--- src/rtl/asym_flush_fifo.sv ---
// Narrow-write / wide-read FIFO. A flush drains every slot stored up to the capture cycle
// as zero-padded words while writes keep flowing in behind it.
module asym_flush_fifo #(
    parameter int WR_W     = 4,
    parameter int RD_W     = 32,
    parameter int CAP_BITS = 128,
    localparam int RATIO   = RD_W / WR_W,
    localparam int NSLOT   = CAP_BITS / WR_W,
    localparam int PW      = $clog2(NSLOT) + 1
) (
    input  logic            clk,
    input  logic            rst,
    input  logic            wr_vld,
    input  logic [WR_W-1:0] wr_data,
    output logic            wr_rdy,
    input  logic            rd,
    output logic [RD_W-1:0] rd_data,
    output logic            data_avail,
    input  logic            flush_req,
    output logic            flush_vld,
    output logic            flush_done,
    output logic            full,
    output logic            empty,
    output logic [PW-1:0]   level,
    output logic            err
);
    // state | meaning
    // IDLE  | normal reads allowed, flush_req captures the drain target
    // DRAIN | one padded beat per cycle until the target is reached
    // HOLD  | flush finished, waiting for flush_req to drop
    typedef enum logic [1:0] {S_IDLE, S_DRAIN, S_HOLD} state_t;

    localparam int AW = PW - 1;

    state_t          state, state_nxt;
    logic [WR_W-1:0] mem [NSLOT];
    logic [PW-1:0]   wr_ptr, rd_ptr, tgt, rem, n_adv;
    logic [RD_W-1:0] word_raw;
    logic            wr_acc;

    assign level  = wr_ptr - rd_ptr;
    assign full   = (level == PW'(NSLOT));
    assign empty  = (level == '0);
    assign wr_rdy = !full;
    assign wr_acc = wr_vld && !full;
    assign rem    = tgt - rd_ptr;

    // Slot index wraps naturally because NSLOT is a power of two.
    always_comb begin
        word_raw = '0;
        for (int i = 0; i < RATIO; i++)
            word_raw[i*WR_W +: WR_W] = mem[rd_ptr[AW-1:0] + AW'(i)];
    end

    always_comb begin
        state_nxt  = state;
        flush_vld  = 1'b0;
        flush_done = 1'b0;
        data_avail = 1'b0;
        n_adv      = '0;
        rd_data    = '0;
        case (state)
            S_IDLE: begin
                data_avail = (level >= PW'(RATIO));
                if (rd && data_avail)
                    n_adv = PW'(RATIO);
                if (flush_req)
                    state_nxt = S_DRAIN;
            end
            S_DRAIN: begin
                n_adv     = (rem > PW'(RATIO)) ? PW'(RATIO) : rem;
                flush_vld = (rem != '0);
                if (rem <= PW'(RATIO)) begin
                    flush_done = 1'b1;
                    state_nxt  = S_HOLD;
                end
            end
            S_HOLD: begin
                if (!flush_req)
                    state_nxt = S_IDLE;
            end
            default: state_nxt = S_IDLE;
        endcase
        // Slots beyond the advance count read as zero padding.
        for (int i = 0; i < RATIO; i++)
            if (PW'(i) < n_adv)
                rd_data[i*WR_W +: WR_W] = word_raw[i*WR_W +: WR_W];
    end

    always_ff @(posedge clk) begin
        if (wr_acc)
            mem[wr_ptr[AW-1:0]] <= wr_data;
    end

    always_ff @(posedge clk) begin
        if (rst) begin
            state  <= S_IDLE;
            wr_ptr <= '0;
            rd_ptr <= '0;
            tgt    <= '0;
            err    <= 1'b0;
        end else begin
            state  <= state_nxt;
            wr_ptr <= wr_ptr + PW'(wr_acc);
            rd_ptr <= rd_ptr + n_adv;
            if (state == S_IDLE && flush_req)
                tgt <= wr_ptr + PW'(wr_acc);
            err    <= err | (wr_vld && full) | (rd && !data_avail);
        end
    end
endmodule

--- config.mk ---
export PLATFORM = sky130hd
export DESIGN_NAME = asym_flush_fifo
export DESIGN_NICKNAME = d
export VERILOG_FILES = /design/src/rtl/asym_flush_fifo.sv
export SDC_FILE = /design/constraint.sdc
export NUM_CORES = 1
export LEC_CHECK = 0
export ABC_CLOCK_PERIOD_IN_PS = 14340
export CAP_MARGIN = 10
export CORE_UTILIZATION = 50
export CTS_BUF_LIST = sky130_fd_sc_hd__clkbuf_8
export DETAILED_ROUTE_END_ITERATION = 16
export PLACE_DENSITY = 0.68
export SETUP_SLACK_MARGIN = 0.05
export SLEW_MARGIN = 20
export SYNTH_ARGS = -nofsm -noshare
export SYNTH_HDL_FRONTEND = slang
export SYNTH_SLANG_ARGS = --single-unit
--- constraint.sdc ---
create_clock -name clk -period 14.34 [get_ports clk]
set_input_delay 4.302 -clock clk [delete_from_list [all_inputs] [get_ports clk]]
set_output_delay 4.302 -clock clk [all_outputs]
set_load 0.01 [all_outputs]
* After elaboration in Yosys (flattened, before gate mapping)
Memory sizes are Yosys's and may differ from the RTL's. A register that Yosys moved wholly into a read port is not among the register bits. Cells that the tools add are included. Widths: inputs -> output; s select.
Cells by class: $add $sub $neg 11, magnitude comparators 11, equality and inequality tests 6, muxes and demuxes 22, bitwise logic cells 2, reductions and logical operators 11
Operators with widths (number):
- $mux 4 | 9
- $lt 3x6->1 const A | 4
- $add 5x3->5 const B | 4
- $lt 1x6->1 const A | 2
- $lt 2x6->1 const A | 2
- $pmux 6 s2 | 1
- $sub 6x6->6 | 2
- $add 5x2->5 const B | 2
- $add 6x1->6 | 1
- $add 6x6->6 | 1
- $eq 6x6->1 const B | 1
- $ge 6x4->1 const B | 1
- $gt 6x4->1 const B | 1
- $le 6x4->1 const B | 1
- $logic_not 6->1 | 1
- $mux 1 | 6
- $mux 2 | 3
- $mux 6 | 1
- $ne 2x2->1 const B | 3
- $pmux 2 s3 | 1
- $reduce_bool 6->1 | 1
- $add 5x1->5 const B | 1
- $logic_and 1x1->1 | 5
- $mux 5 | 1
- 6 further kinds | 8
Word-level totals: bits in registers 21, memory bits (writable) 128, input bits 9, word-level logic and storage cells 69, memories 1
Memories:
- mem | depth 32, width 4, read ports 8, clocked after Yosys merged registers in 1, wr ports 1, RTL line 36 | logic [WR_W-1:0] mem [NSLOT];

* Logic depth before layout (Yosys ltp)
Gate-level depths: netlist of the first run.
depth after elaboration 7, depth in mapped cells 19, mapped depth without buffers 16

* Worst setup path before layout of the first run
Ideal clock, no wire load.
path kind input -> output, start input rd, end output rd_data[4], data arrival time 4.932 ns, setup slack 5.106 ns, cell stages on the path 3, buffers on the path 0, cells stage by stage o311a_1 -> nor2_1 -> a21oi_1
On the way: longest elaborated chain between the ends 5
RTL lines:
- start, declared | RTL line 16 | input logic rd,
- $logic_and 1x1->1 | RTL line 65 | if (rd && data_avail)
- $mux 4 | RTL line 65
- $pmux 6 s2 | RTL line 62 | case (state)
- $lt 1x6->1 | RTL line 86 | if (PW'(i) < n_adv)
- $mux 4 | RTL line 86
- end, declared | RTL line 17 | output logic [RD_W-1:0] rd_data,
Every way passes these cells.

* Worst setup path in the final report of the first run
start input rd, end output rd_data[5]
Same word-level chain as after synthesis.

==> impl_metrics.tcl, run 1 <==
set metrics [dict create \
    ir_drop_v 0.0000759 \
    ctsHoldBuffers 0 \
    fin_skew_ns 0.0146 \
    cp_max_fo 8 \
    fin_area_um2 12200 \
    whs_path_depth 1 \
    drc 0 \
    muxShareOfSynthArea_pct 42.3 \
    drt_iter0_drc 985 \
    cts_setup_buffers 0 \
    fmax_mhz 94.7 \
    via_per_inst 7.42 \
    cp.arrival_ns 6.25 \
    track_usage_pct 30.3 \
    leakagePower_nw 3.81 \
    dp_slack_ns 3.83 \
    setup_tns_ns 0 \
    clock_sinks 149 \
    grt.overflow.total 0 \
    clockBufferDepth 2 \
    ant_nets 0 \
    cp.required_ns 10.04 \
    io_buffers 53 \
    die_area_um2 22500 \
    post-route-util_pct 57.3 \
    min_period_ns 10.56 \
    drt-total-wl_mm 32.4 \
    setup_violations 0 \
    dr.pass1.iters 5 \
    avgSynthCellArea_um2 15.4 \
    cts_buffers 17 \
    synth_area_um2 10900 \
    synth_adder_area_share_pct 3.44 \
    slew_headroom_pct 34.7 \
    end_kind "output pin" \
    hpwlAfterDp_mm 23.9 \
    fin_crit_sh_pct 73.6 \
    antennaDiodeCount 0 \
    die_w_um 150 \
    synth-main-ff-cell "edfxtp_1" \
    fin_ws_ns 3.78 \
    total_power_mw 1.83 \
    post_drt_wl_per_cell_um 31.3 \
    ys_seq_area_share_pct 39.0 \
    area_growth_pct 11.2 \
    drv_slew 0 \
    placed_cells 1004 \
    layout_commonest_cell "mux4_2" \
    cts_tree "done" \
    rows 53 \
    antenna_found_initial 0 \
    initial_core_util_pct 51.6 \
    finalWeightedCongestion 1.02 \
    grt_setup_unrepaired "no" \
    grt_pass1_wl_mm 47.6 \
    io_pins 54 \
    drv_cap 0 \
    async_reset_ff_share_pct 0 \
    layout_common_cells "191 x mux4_2, 128 x edfxtp_1, 67 x nor2_1, 49 x clkdlybuf4s50_1" \
    synth_xor_area_share_pct 2.78 \
    root_buffer "clkbuf_8" \
    placed_area_um2 11700 \
    nets 785 \
    worst_pin_slew_ns 0.976 \
    ys_ff_latch 149 \
    core_area_um2 21200 \
    clock_latency_ns 0.47 \
    critPathLaunchType "input pin" \
    synthCells 711 \
    grt_start_max_net_pins 57 \
    worstSetupPathType "input pin to output pin" \
    path_clk_slew_ns 0.09 \
    syn_nets 748 \
    synth-edff-count 128 \
    hold_path_class "flop to flop" \
    synthDistinctLibCells 54 \
    die_y_um 150 \
    ff2ff_path_depth 14 \
    synth_compound_area_share_pct 2.96 \
    ctsResizeCount 0 \
    status "completed" \
    synth_top_family_by_area "multiplexers" \
    cellPowerDensity_nw_per_um2 151 \
    hold_viol 0 \
    stdcell_count 1036 \
    drive_above_1_share_pct 33.0 \
    yosys.area_share.simple_pct 7.08 \
    route.vias.total 7692 \
    yosysWarnings 0 \
    holdWs_ns 0.494 \
    htree_levels 4 \
    grt_pass1_vias 7390 \
]
-- area by class of cell --
cell class / instances / area, µm²
fill: 1680 / 9050
multi-input combinational: 497 / 6430
sequential: 149 / 4270
timing repair buffer: 64 / 593
tap: 275 / 344
clock buffer: 17 / 234
clock inverter: 15 / 224
inverter: 19 / 71.3
-- synthesized netlist by cell type (5+ instances only) --
| cell type | n | share of area, % |
|---|---|---|
| nand2_1 | 20 | 0.69 |
| mux4_2 | 191 | 39 |
| mux2i_1 | 32 | 2.9 |
| a21oi_1 | 21 | 0.96 |
| dfxtp_1 | 21 | 3.8 |
| nand3_1 | 8 | 0.37 |
| clkbuf_1 | 20 | 0.69 |
| inv_1 | 17 | 0.58 |
| nor2b_1 | 9 | 0.51 |
| xnor2_1 | 22 | 1.8 |
| xor2_1 | 9 | 0.72 |
| buf_1 | 14 | 0.48 |
| edfxtp_1 | 128 | 35 |
| ha_1 | 26 | 3.0 |
| a211oi_1 | 5 | 0.34 |
| nor2_1 | 67 | 2.3 |
| buf_2 | 10 | 0.46 |
| nor3_1 | 32 | 1.5 |
-- state kept, by name, indices dropped and copies added, names as in the netlist --
signal  count
tgt         6
mem       128
wr_ptr      6
state       2
err         1
rd_ptr      6
-- report_power, final --
group	switching [mW]	internal, mW
Sequential	0.0256	0.493
Combinational	0.501	0.434
Clock	0.169	0.208
Total	0.696	1.14
-- critical path: stages --
cell and delay (ns):
clkdlybuf4s50_1 0.50, o311a_1 0.44, nor2_1 0.22, a21oi_1 0.22, clkdlybuf4s50_1 0.56
-- cell families after synthesis --
group	Yosys count
buffers and inverters	65
AOI/OAI and AO/OA	49
muxes	224
xor gates and xnor gates	33
and+or+nand+nor	161
other	1
DFF	149
adders and majority gates	29
-- per-layer routing --
metal	routed length (µm)	vias to the layer above	GRT usage (%)
met1	12200	3976	42.7
met3	4470	67	8.87
met2	14900	583	45.6
met5	0	-	0
met4	867	0	9.14
li1	-	3066	-
-- final timing paths --
kind	from	end	slack, ns
worst max-delay path	rd	rd_data[5]	3.78
worst min-delay path	err	err	0.49
worst max register to register	rd_ptr[0]	rd_ptr[5]	8.97
worst min register to register	err	err	0.49
Power figures use the tool's default switching activity.
==> run 2, diff against run 1 <==
Settings changed: ABC_CLOCK_PERIOD_IN_PS 14340 to 9180, PLACE_DENSITY 0.68 to 0.71.
Clock period 14.34 ns to 9.18 ns, I/O delays scaled along.
==> run 2 against run 1 <==
Flip-flop and latch count is the same; worst setup slack got worse by 2.3 ns; largest cell class unchanged; highest routed layer unchanged; final cell count fell by 0.68%; clock power is 28% higher; non-clock buffer count shrank 5; routed wire length down 1.5%; hold slack got worse by 0.0026 ns; sequential share of layout area up 0.30 points; power is 50% higher.
==> impl_metrics.tcl, run 2 (synthesized netlist as in run 1, its figures left out) <==
set metrics [dict create \
    status "completed" \
    finalWeightedCongestion 1.01 \
    p_clk_share_pct 17.6 \
    regArea_um2 4270 \
    clock_latency_ns 0.47 \
    clockBufferDepth 2 \
    cp.required_ns 6.43 \
    die_area_um2 22500 \
    core_area_um2 21200 \
    grt.overflow.total 0 \
    io_pins 54 \
    critPathMaxStageDelay_ns 0.83 \
    hold_viol 0 \
    clock_sinks 149 \
    crit_slowest_cell "nor3_1" \
    leakagePower_nw 3.76 \
    end_kind "output pin" \
    placed_area_um2 11700 \
    cp.arrival_ns 4.91 \
    worstSetupPathType "input pin to output pin" \
    path_clk_slew_ns 0.09 \
    holdWs_ns 0.492 \
    hpwlAfterDp_mm 23.7 \
    dp_slack_ns 1.59 \
    setup_violations 0 \
    grt_start_max_net_pins 66 \
    initial_core_util_pct 51.6 \
    ant_nets 0 \
    hp-start "err" \
    setup_tns_ns 0 \
    grt_setup_unrepaired "no" \
    wl_met2_mm 15.1 \
    cts_setup_buffers 0 \
    p_sw_share_pct 39.6 \
    p_sw_mw 1.09 \
    cts_buffers 17 \
    grt_pass1_vias 7465 \
    crit_family "buffers and inverters" \
    fin_ws_ns 1.52 \
    layout_commonest_cell "mux4_2" \
    multi_input_area_um2 6460 \
    whs_endpoint "err" \
    ctsHoldBuffers 0 \
    nets 780 \
    min_period_ns 7.66 \
    wl_met1_mm 11.6 \
    power_frac_seq_pct 30.3 \
    path_cells "clkdlybuf4s50_1 > o311a_1 > nor3_1 > nor2_1 > clkdlybuf4s50_1" \
    cellPowerDensity_nw_per_um2 227 \
    fmax_mhz 131 \
    ctsResizeCount 0 \
    area_growth_pct 10.2 \
    wl_met3_mm 4.13 \
    fin_area_um2 12100 \
    drc 0 \
    rows 53 \
    top_layer "met4" \
    antenna_found_initial 0 \
    hold_path_class "flop to flop" \
    ir_drop_v 0.000155 \
    dr.pass1.iters 5 \
    via_per_inst 7.44 \
    drive_above_1_share_pct 32.9 \
    combPwrFrac_pct 52.1 \
    die_y_um 150 \
    drt-total-wl_mm 31.9 \
    die_w_um 150 \
    root_buffer "clkbuf_8" \
    drv_slew 0 \
    cts_tree "done" \
    drv_cap 0 \
    htree_levels 4 \
    post-route-util_pct 56.9 \
    ff2ff_path_depth 13 \
    layout_common_cells "191 x mux4_2, 128 x edfxtp_1, 67 x nor2_1, 49 x clkdlybuf4s50_1" \
    cp_num_buf_inv 2 \
    track_usage_pct 29.9 \
    cp_max_fo 6 \
    nFillCells 1657 \
    worst_pin_slew_ns 1.08 \
    critPathLaunchType "input pin" \
    whs_path_depth 1 \
    crit_top_cell "clkdlybuf4s50_1" \
    fin_crit_sh_pct 83.5 \
    fin_skew_ns 0.0140 \
    post_drt_wl_per_cell_um 31.0 \
    io_buffers 53 \
    reg2reg_from "rd_ptr[3]" \
    drt_iter0_drc 1018 \
    largest_reg_flops 128 \
    route.vias.total 7655 \
    slew_headroom_pct 27.7 \
    reg2reg_slack_ns 4.05 \
    antennaDiodeCount 0 \
    grt_pass1_wl_mm 47.4 \
    r2r-end "tgt[4]" \
    p_int_mw 1.66 \
]
## run 2: worst max-delay path by stage
stage	depth (start not counted)	from	to	slack [ns]
final	5	rd	rd_data[26]	1.52
after global routing	9	rd_ptr[3]	rd_data[26]	1.24
after CTS	8	rd_ptr[1]	rd_data[22]	1.25
after detailed placement	5	rd	rd_data[26]	1.59
after global placement	5	rd	rd_data[8]	1.68
after floorplan	12	rd_ptr[1]	rd_data[7]	2.66
## run 2: cell type report
| class | instances | share of cell area [%] |
|---|---|---|
| clock buffers | 17 | 1.94 |
| clock inverters | 13 | 1.05 |
| inverters | 19 | 0.591 |
| multi-input cells | 497 | 53.5 |
| flip-flops and latches | 149 | 35.4 |
| well taps | 275 | 2.85 |
| repair buffers | 59 | 4.64 |
## run 2: power by group through the flow
stage | Clock [mW] | Sequential (mW) | Combinational (mW)
2_1_floorplan | 0 | 0.808 | 0.892
6_report | 0.483 | 0.830 | 1.43
3_5_place_dp | 0 | 0.843 | 1.39
3_3_place_gp | 0 | 0.840 | 1.37
4_1_cts | 0.488 | 0.827 | 1.40
5_1_grt | 0.509 | 0.836 | 1.51
## run 2: layer usage
metal | vias up | track usage, %
met1 | 3965 | 40.6
li1 | 3058 | -
met2 | 557 | 46.0
met5 | - | 0
met3 | 75 | 8.51
met4 | 0 | 11.3
## run 2: stage by stage
| stage | power (mW) | std cells |
|---|---|---|
| 2_1_floorplan | 1.70 | 711 |
| 3_3_place_gp | 2.21 | 999 |
| 3_5_place_dp | 2.24 | 999 |
| 4_1_cts | 2.72 | 1029 |
| 5_1_grt | 2.86 | 1029 |
| 6_report | 2.74 | 1029 |
